$ cat src/rtl/rem_pkg.sv
// Shared types and constants for the sequential sign-magnitude remainder unit.
package rem_pkg;

  localparam int unsigned REM_W = 3;
  localparam int unsigned MAG   = REM_W - 1;

  typedef enum logic [1:0] {
    IDLE,
    CALC,
    DONE
  } state_t;

  function automatic logic [MAG-1:0] sm_mag(input logic [REM_W-1:0] x);
    return x[MAG-1:0];
  endfunction

endpackage

$ cat src/rtl/rem_step.sv
// One restoring shift-subtract step: shift the next dividend bit in, subtract the divisor if it fits.
module rem_step #(
  parameter int unsigned M = 2
) (
  input  logic [M-1:0] rem,
  input  logic [M-1:0] divisor,
  input  logic         nextBit,
  output logic [M-1:0] remNext
);

  logic [M:0] shifted;

  // The incoming rem is always below divisor, so the result fits back in M bits.
  always_comb begin
    shifted = {rem, nextBit};
    if (shifted >= {1'b0, divisor}) begin
      remNext = M'(shifted - {1'b0, divisor});
    end else begin
      remNext = shifted[M-1:0];
    end
  end

endmodule

$ cat src/rtl/seq_rem_unit.sv
// Multi-cycle sign-magnitude remainder engine (NumA mod NumB), one quotient bit per clock.
module seq_rem_unit
  import rem_pkg::*;
#(
  parameter int unsigned W = REM_W
) (
  input  logic         clk,
  input  logic         rst_n,
  input  logic         start,
  input  logic [W-1:0] NumA,
  input  logic [W-1:0] NumB,
  output logic         busy,
  output logic         done,
  output logic [W:0]   Res,
  output logic         negF,
  output logic         zerF,
  output logic         DZF
);

  localparam int unsigned M  = W - 1;
  localparam int unsigned CW = $clog2(W);

  state_t        state, stateNext;
  logic [CW-1:0] count;
  logic [M-1:0]  rem, dvd, dvs, remNext;
  logic          aSign;
  logic          accept, stepEn, latchRes;
  logic          divZero, resSign;
  logic          unusedBSign;

  // The remainder takes the dividend's sign; the divisor sign never matters.
  assign unusedBSign = NumB[W-1];

  rem_step #(.M(M)) uStep (
    .rem    (rem),
    .divisor(dvs),
    .nextBit(dvd[M-1]),
    .remNext(remNext)
  );

  always_ff @(posedge clk or negedge rst_n) begin
    if (!rst_n) state <= IDLE;
    else        state <= stateNext;
  end

  always_comb begin
    stateNext = state;
    unique case (state)
      IDLE:    if (start) stateNext = CALC;
      CALC:    if (count == CW'(1)) stateNext = DONE;
      DONE:    stateNext = IDLE;
      default: stateNext = IDLE;
    endcase
  end

  always_comb begin
    busy     = (state != IDLE);
    accept   = (state == IDLE) && start;
    stepEn   = (state == CALC);
    latchRes = (state == DONE);
  end

  assign divZero = (dvs == '0);
  assign resSign = aSign && (rem != '0);

  always_ff @(posedge clk or negedge rst_n) begin
    if (!rst_n) begin
      count <= '0;
      rem   <= '0;
      dvd   <= '0;
      dvs   <= '0;
      aSign <= 1'b0;
      done  <= 1'b0;
      Res   <= '0;
      negF  <= 1'b0;
      zerF  <= 1'b0;
      DZF   <= 1'b0;
    end else begin
      done <= latchRes;
      if (accept) begin
        aSign <= NumA[W-1];
        dvd   <= NumA[M-1:0];
        dvs   <= NumB[M-1:0];
        rem   <= '0;
        count <= CW'(M);
      end
      if (stepEn) begin
        rem   <= remNext;
        dvd   <= dvd << 1;
        count <= count - 1'b1;
      end
      if (latchRes) begin
        if (divZero) begin
          Res  <= '0;
          negF <= 1'b0;
          zerF <= 1'b1;
          DZF  <= 1'b1;
        end else begin
          Res  <= {resSign, 1'b0, rem};
          negF <= resSign;
          zerF <= (rem == '0);
          DZF  <= 1'b0;
        end
      end
    end
  end

endmodule

$ cat config.mk
export PLATFORM = sky130hd
export DESIGN_NAME = seq_rem_unit
export DESIGN_NICKNAME = d
export VERILOG_FILES = /design/src/rtl/rem_pkg.sv /design/src/rtl/rem_step.sv /design/src/rtl/seq_rem_unit.sv
export SDC_FILE = /design/constraint.sdc
export NUM_CORES = 1
export LEC_CHECK = 0
export BUFFER_PORTS_ARGS = -buffer_cell sky130_fd_sc_hd__buf_4
export CAP_MARGIN = 5
export CORE_MARGIN = 10
export CORE_UTILIZATION = 40
export CTS_BUF_LIST = sky130_fd_sc_hd__clkbuf_4
export DETAILED_ROUTE_END_ITERATION = 10
export SLEW_MARGIN = 25
export SYNTH_ARGS = -nofsm -noshare
export SYNTH_HDL_FRONTEND = slang
export SYNTH_SLANG_ARGS = --single-unit
$ cat constraint.sdc
create_clock -name clk -period 1.46 [get_ports clk]
set_input_delay 0.365 -clock clk [delete_from_list [all_inputs] [get_ports clk]]
set_output_delay 0.365 -clock clk [all_outputs]
set_load 0.03 [all_outputs]
==> results of run 1 <==
[routing by layer]
layer | vias to the layer above | track usage (%) | routed length (um)
met5 | - | 0 | 0
met1 | 285 | 9.055 | 695
met2 | 24 | 12.93 | 781
li1 | 302 | - | -
met4 | 0 | 4.011 | 23
met3 | 4 | 3.436 | 143
[registers in the layout, summed over array words and instances, names as in the netlist]
signal and count:
DZF 1, rem 2, dvs 2, dvd 2, zerF 1, Res 3
count 2, done 1, aSign 1, state 2
[cells in the mapped netlist, drive strengths merged]
library cell | number | share of area, %
nor3b | 1 | 0.93
and2 | 2 | 1.7
o41ai | 2 | 2.2
inv | 6 | 2.8
nand2 | 7 | 3.2
conb | 1 | 0.46
a31o | 1 | 1.1
a21oi | 3 | 1.9
o31ai | 1 | 0.93
o21ai | 5 | 3.1
o21bai | 1 | 0.93
mux2 | 4 | 7.0
nand2b | 1 | 0.77
and3 | 2 | 2.3
a31oi | 2 | 1.5
dfrtp | 17 | 53
nor2b | 2 | 1.5
a22o | 2 | 2.5
ha | 3 | 4.6
or2b | 1 | 0.93
buf | 3 | 3.2
a211o | 1 | 1.1
nor2 | 6 | 2.8
[through the flow]
step / worst slack [ps] / instances / TNS, ps / total power, mW
3_3_place_gp: 110.4 / 116 / 0 / 1.921
4_1_cts: 8.337 / 121 / 0 / 2.292
3_5_place_dp: 25.41 / 116 / 0 / 1.950
6_report: 51.26 / 127 / 0 / 2.456
2_1_floorplan: 150.2 / 74 / 0 / 1.605
5_1_grt: -1.094 / 127 / -1.094 / 2.673
[placed cells by master (no fill, tap or decap)]
| master | n |
|---|---|
| ha_4 | 2 |
| a21oi_2 | 1 |
| dfrtp_1 | 16 |
| and2_2 | 1 |
| a22o_2 | 2 |
| and3_4 | 1 |
| o41ai_2 | 1 |
| o41ai_1 | 1 |
| o21bai_1 | 1 |
| inv_2 | 3 |
| dlygate4sd3_1 | 1 |
| inv_1 | 3 |
| nor3b_1 | 1 |
| nor2_1 | 6 |
| conb_1 | 1 |
| clkbuf_4 | 4 |
| a31o_1 | 1 |
| o31ai_1 | 1 |
| or2b_1 | 1 |
| a21oi_1 | 2 |
| a211o_1 | 1 |
| mux2_4 | 3 |
| dfrtp_2 | 1 |
| nand2_1 | 7 |
| mux2_2 | 1 |
| and2_1 | 1 |
| buf_4 | 24 |
| nand2b_1 | 1 |
| o21ai_0 | 5 |
| nor2b_1 | 2 |
| a31oi_1 | 2 |
| and3_2 | 1 |
| ha_1 | 1 |
[worst paths after layout]
| path | from | cells past startpoint | endpoint |
|---|---|---|---|
| hold reg to reg | zerF | 2 | zerF |
| min in group asynchronous | rst_n | 2 | zerF |
| setup reg to reg | dvs[0] | 4 | rem[1] |
| setup / recovery | dvs[0] | 4 | rem[1] |
| max in group asynchronous | rst_n | 2 | state[0] |
| hold / removal | NumA[2] | 2 | aSign |
[power groups by stage]
stage | sequential, mW | combinational [mW] | clock, mW
after floorplan | 0.919 | 0.686 | 0
after global placement | 0.831 | 1.09 | 0
after detailed placement | 0.839 | 1.11 | 0
after CTS | 0.834 | 1.18 | 0.279
after global routing | 0.857 | 1.51 | 0.303
final | 0.832 | 1.35 | 0.269
[cell families (layout without fill, tap and decap cells)]
logic type               count (synthesis)  after routing  synth area share [%]
adder cells (fa/ha/maj)                  3              3                 4.637
flip-flops                              17             17                 52.55
other                                    1              1                0.4632
AO/OA/AOI/OAI                           18             18                 15.15
multiplexers                             4              4                 6.955
buffers and inverters                    9             35                 6.027
AND/OR/NAND/NOR                         22             22                 14.22
[area by class of cell]
| type | instances | share of cell area (%) |
|---|---|---|
| Clock buffer | 4 | 2.794 |
| Inverter | 6 | 2.095 |
| Multi-Input combinational cell | 48 | 34.58 |
| Sequential cell | 17 | 39.70 |
| Tap cell | 27 | 3.143 |
| Timing Repair Buffer | 25 | 17.69 |
[repair_timing]
item	4_1_cts	5_1_grt
pin swaps	0	3
hold endpoints to repair	17	0
setup buffers	0	6
hold buffers	1	0
setup endpoints to repair	2	3
resized for setup	4	3
==> results.toml, run 1 <==
[min_path]
hold_path_class = "in2reg"

[cells_and_area]
post-route-util_pct = 55.35
n_fill_cell = 177
drive_gt1_share_pct = 45.00
multiInputGateArea_um2 = 371.6
area_growth_pct = 32.77
ff_latch_area_um2 = 426.7
n_antenna_cell = 0
design_area_um2 = 1075
nets = 113

[run]
maxCapViolations = 0

[setup_path]
crit_path_end_kind = "register"
slowest_stage = "dfrtp_1"
arrival_ps = 1580
path_class = "reg2reg"
path_cells = "ha_4 -> a211o_1 -> a21oi_2 -> o41ai_2"
crit_family = "compound AO/OA/AOI/OAI gates"
startpoint_type = "register"
cp_slowest_stage_delay_ps = 430
crit_buf_inv = 0
path_max_fanout = 3
rrSetupSlack_ps = 50
required_ps = 1630

[pwr]
p_sw_mw = 0.9574
switching_share_pct = 38.99
ir_worst_vdd_uv = 1105
leakagePower_nw = 0.5314
p_seq_share_pct = 33.9
powerDensity_nw_per_um2 = 2285
clockPowerShare_pct = 10.9
comb_power_share_pct = 55.2
internal_power_mw = 1.498

[sta]
max_freq_mhz = 709.9
period_needed_ps = 1409
finalCritPeriodShare_pct = 96.49
hold_ws_ps = 299.5
setup-violations-final = 0
drv_slew = 0
finalHoldViolations = 0
skew_ps = 4.871

[clock_tree]
cts_root_buf = "clkbuf_4"
cts_tree = "done"
clock_sinks = 17
cts_buffer_depth = 2
cts.clk_slew.worst_paths_ps = 100
htree_num_levels = 1
cts_buffers = 3
insertion_delay_ps = 290

[drt]
post_drt_via_cell_ratio = 4.843
ant_nets = 0
totalWireLength_mm = 1.644
firstDrtPassIters = 5
drcViolationCount = 0
avgRoutedWirePerCell_um = 12.94
vias = 615
drt-initial-drc-count = 5

[die]
start_util_pct = 41.69
dieArea_um2 = 4223
core_um2 = 1942
num_rows = 16
io_pins = 18
die_x_um = 64.99
die_h_um = 64.99

[placement]
gp_congestion = 0.6926
post-dp-hpwl_mm = 1.191
post_dp_cell_area_um2 = 952.2
port_buffers = 15

[outcome]
outcome = "finished clean"

[global_routing]
grt_pass1_vias = 634
grt_pass1_wl_mm = 2.760
grt_start_max_net_pins = 18
grt_usage_pct = 8.097
gr-total-overflow = 0
antenna_found_initial = 0

[logic_synthesis]
synth_cells = 74
yosysWarnings = 0
syn-num-nets = 86
synth-seq-cells = 17
syn_avg_cell_area_um2 = 10.94
syn_area_um2 = 809.5
ys_seq_area_share_pct = 52.55
yosysUniqueCellTypes = 28
(Power assumes the default switching activity.)
==> run 2: changes to the inputs <==
- ABC_AREA: default -> 1
==> results.toml, run 2 <==
[setup_path]
rrSetupSlack_ps = 170
arrival_ps = 1030
path_class = "reg2out"
crit_path_end_kind = "output port"
startpoint_type = "register"
ff2ff_path_depth = 7
timing.rr.start = "dvs[1]"
required_ps = 1100
reg2reg_to = "rem[1]"
path_max_fanout = 3

[logic_synthesis]
yosysTopAreaCell = "dfrtp_1"
synthArstFlopShare_pct = 100.0
synth_area_leaders = "dfrtp_1, nand2_1, inv_1"
syn-num-nets = 106
synth_edf_count = 0
yosysUniqueCellTypes = 20
synth_common_cells = "nand2_1, dfrtp_1, inv_1"
synth_cells = 94
synth_most_common_cell = "nand2_1"
yosysWarnings = 0
yosysTopAreaCellShare_pct = 50.45
synth_flop_cell = "dfrtp_1"
syn_avg_cell_area_um2 = 8.971
synth-seq-cells = 17
syn_area_um2 = 843.3
ys_seq_area_share_pct = 50.45

[clock_tree]
cts_buffer_depth = 2
htree_num_levels = 1
cts.clk_slew.worst_paths_ps = 100
cts_resized = 0
clock_sinks = 17
insertion_delay_ps = 280
cts_root_buf = "clkbuf_4"
cts_buffers = 3
cts_tree = "done"

[placement]
gp_congestion = 0.7406
post-dp-hpwl_mm = 1.292
place_inst = 134
port_buffers = 15

[sta]
period_needed_ps = 1395
finalHoldViolations = 0
fin_tns_setup_ps = 0
setup-violations-final = 0
finalCritPeriodShare_pct = 95.57
rsz0062_at_grt = "no"
skew_ps = 3.248
hold_ws_ps = 278.3
max_freq_mhz = 716.7
drv_slew = 0

[pwr]
p_sw_mw = 1.085
ir_worst_vdd_uv = 1099
comb_power_share_pct = 54.3
clockPowerShare_pct = 11.1
leakagePower_nw = 0.5450
powerDensity_nw_per_um2 = 2302
internal_power_mw = 1.286
switching_share_pct = 45.75
p_seq_share_pct = 34.6

[drt]
post_drt_via_cell_ratio = 4.461
firstDrtPassIters = 4
ant_nets = 0
vias = 629
totalWireLength_mm = 1.585
drt-initial-drc-count = 17
drcViolationCount = 0
avgRoutedWirePerCell_um = 11.24

[outcome]
outcome = "finished clean"

[cells_and_area]
largest_reg_flops = 3
drive_gt1_share_pct = 30.70
nets = 127
stdcell_count = 141
n_antenna_cell = 0
n_fill_cell = 186
most-common-layout-cells = "nand2_1, dfrtp_1, buf_4"
final_common_cell = "nand2_1"
regMostFlops = "Res"
post-route-util_pct = 51.96
area_growth_pct = 22.11

[die]
dieArea_um2 = 4345
core_um2 = 1982
num_rows = 16
die_h_um = 65.92
io_pins = 18
die_x_um = 65.92
start_util_pct = 42.55

[global_routing]
grt_pass1_wl_mm = 2.773
gr-total-overflow = 0
grt_usage_pct = 7.876
grt_start_max_net_pins = 18
grt_pass1_vias = 641
antenna_found_initial = 0

[min_path]
hold_path_depth = 3
hold_start = "NumA[2]"
min_to = "aSign"
hold_path_class = "in2reg"

[run]
maxCapViolations = 0
[run 2: cell types whose count changed after synthesis, moves of 2 or more]
| cell | before | now |
|---|---|---|
| a21oi_2 | 0 | 3 |
| a21oi_1 | 3 | 1 |
| a31oi_1 | 2 | 0 |
| a22o_2 | 2 | 0 |
| inv_1 | 5 | 11 |
| o21ai_0 | 5 | 3 |
| nand2_1 | 7 | 23 |
| o41ai_1 | 2 | 0 |
| nor2b_1 | 2 | 0 |
| mux2_4 | 3 | 0 |
| inv_2 | 1 | 4 |
| nand2_4 | 0 | 3 |
| o21ai_1 | 0 | 5 |
| nand3_1 | 0 | 5 |
[run 2: cell families (layout without fill, tap and decap cells)]
| logic type | count (synthesis) | in the layout | synth area share, % |
|---|---|---|---|
| flops | 17 | 17 | 50.45 |
| fa+ha+maj | 3 | 3 | 4.452 |
| other cells | 1 | 1 | 0.4447 |
| compound gates | 14 | 14 | 11.28 |
| buf+inv | 18 | 38 | 9.198 |
| xor+xnor | 1 | 1 | 1.039 |
| simple gates | 40 | 40 | 23.15 |
[run 2: metal layers]
layer  global-route usage, %  vias to the layer above  share of wire (%)
met2                   13.29                        8                 51
met4                  0.8021                        0                  0
li1                        -                      328                  -
met5                       0                        -                  0
met1                   8.895                      293                 42
met3                   4.068                        0                7.4
[run 2: layout make-up]
type                       instances  area (um^2)  share of cell area [%]
sequential                        17        425.4                   41.31
inverter                          16        62.56                   6.075
clock buffer                       4        30.03                   2.916
timing repair buffer              18        137.6                   13.37
multi-input combinational         59        340.3                   33.05
tap                               27        33.78                   3.281
[run 2: timing repair]
item	4_1_cts	5_1_grt
setup buffers	0	2
setup endpoints to repair	0	1
endpoints found under the hold margin	17	0
hold buffers	1	0
[run 2: how the worst max path moves through the flow]
stage	startpoint	end	slack, ps	cells past startpoint
finish	state[0]	busy	60	3
global route	dvs[1]	rem[0]	7	7
CTS	state[0]	busy	30	3
detailed placement	dvs[1]	rem[1]	170	7
global placement	dvs[1]	rem[0]	210	7
floorplan	dvs[1]	rem[1]	270	6
[run 2: stage by stage]
stage	setup slack (ps)	power [mW]	area (um^2)
2_1_floorplan	272.2	1.778	843.3
3_3_place_gp	211.1	2.060	974.7
3_5_place_dp	170.1	2.104	974.7
4_1_cts	26.50	2.373	1015
5_1_grt	7.295	2.635	1030
6_report	64.65	2.370	1030
[run 2: critical path, stage by stage, from the launching register on]
cell and delay, ps:
dfrtp_1 430, inv_2 100, nand2_1 50, buf_4 160
[run 2: power by group through the flow]
stage	combinational (mW)	clock, mW	sequential, mW
final	1.29	0.264	0.820
after global routing	1.50	0.296	0.843
after CTS	1.27	0.274	0.827
after detailed placement	1.27	0	0.838
after global placement	1.23	0	0.827
after floorplan	0.856	0	0.922
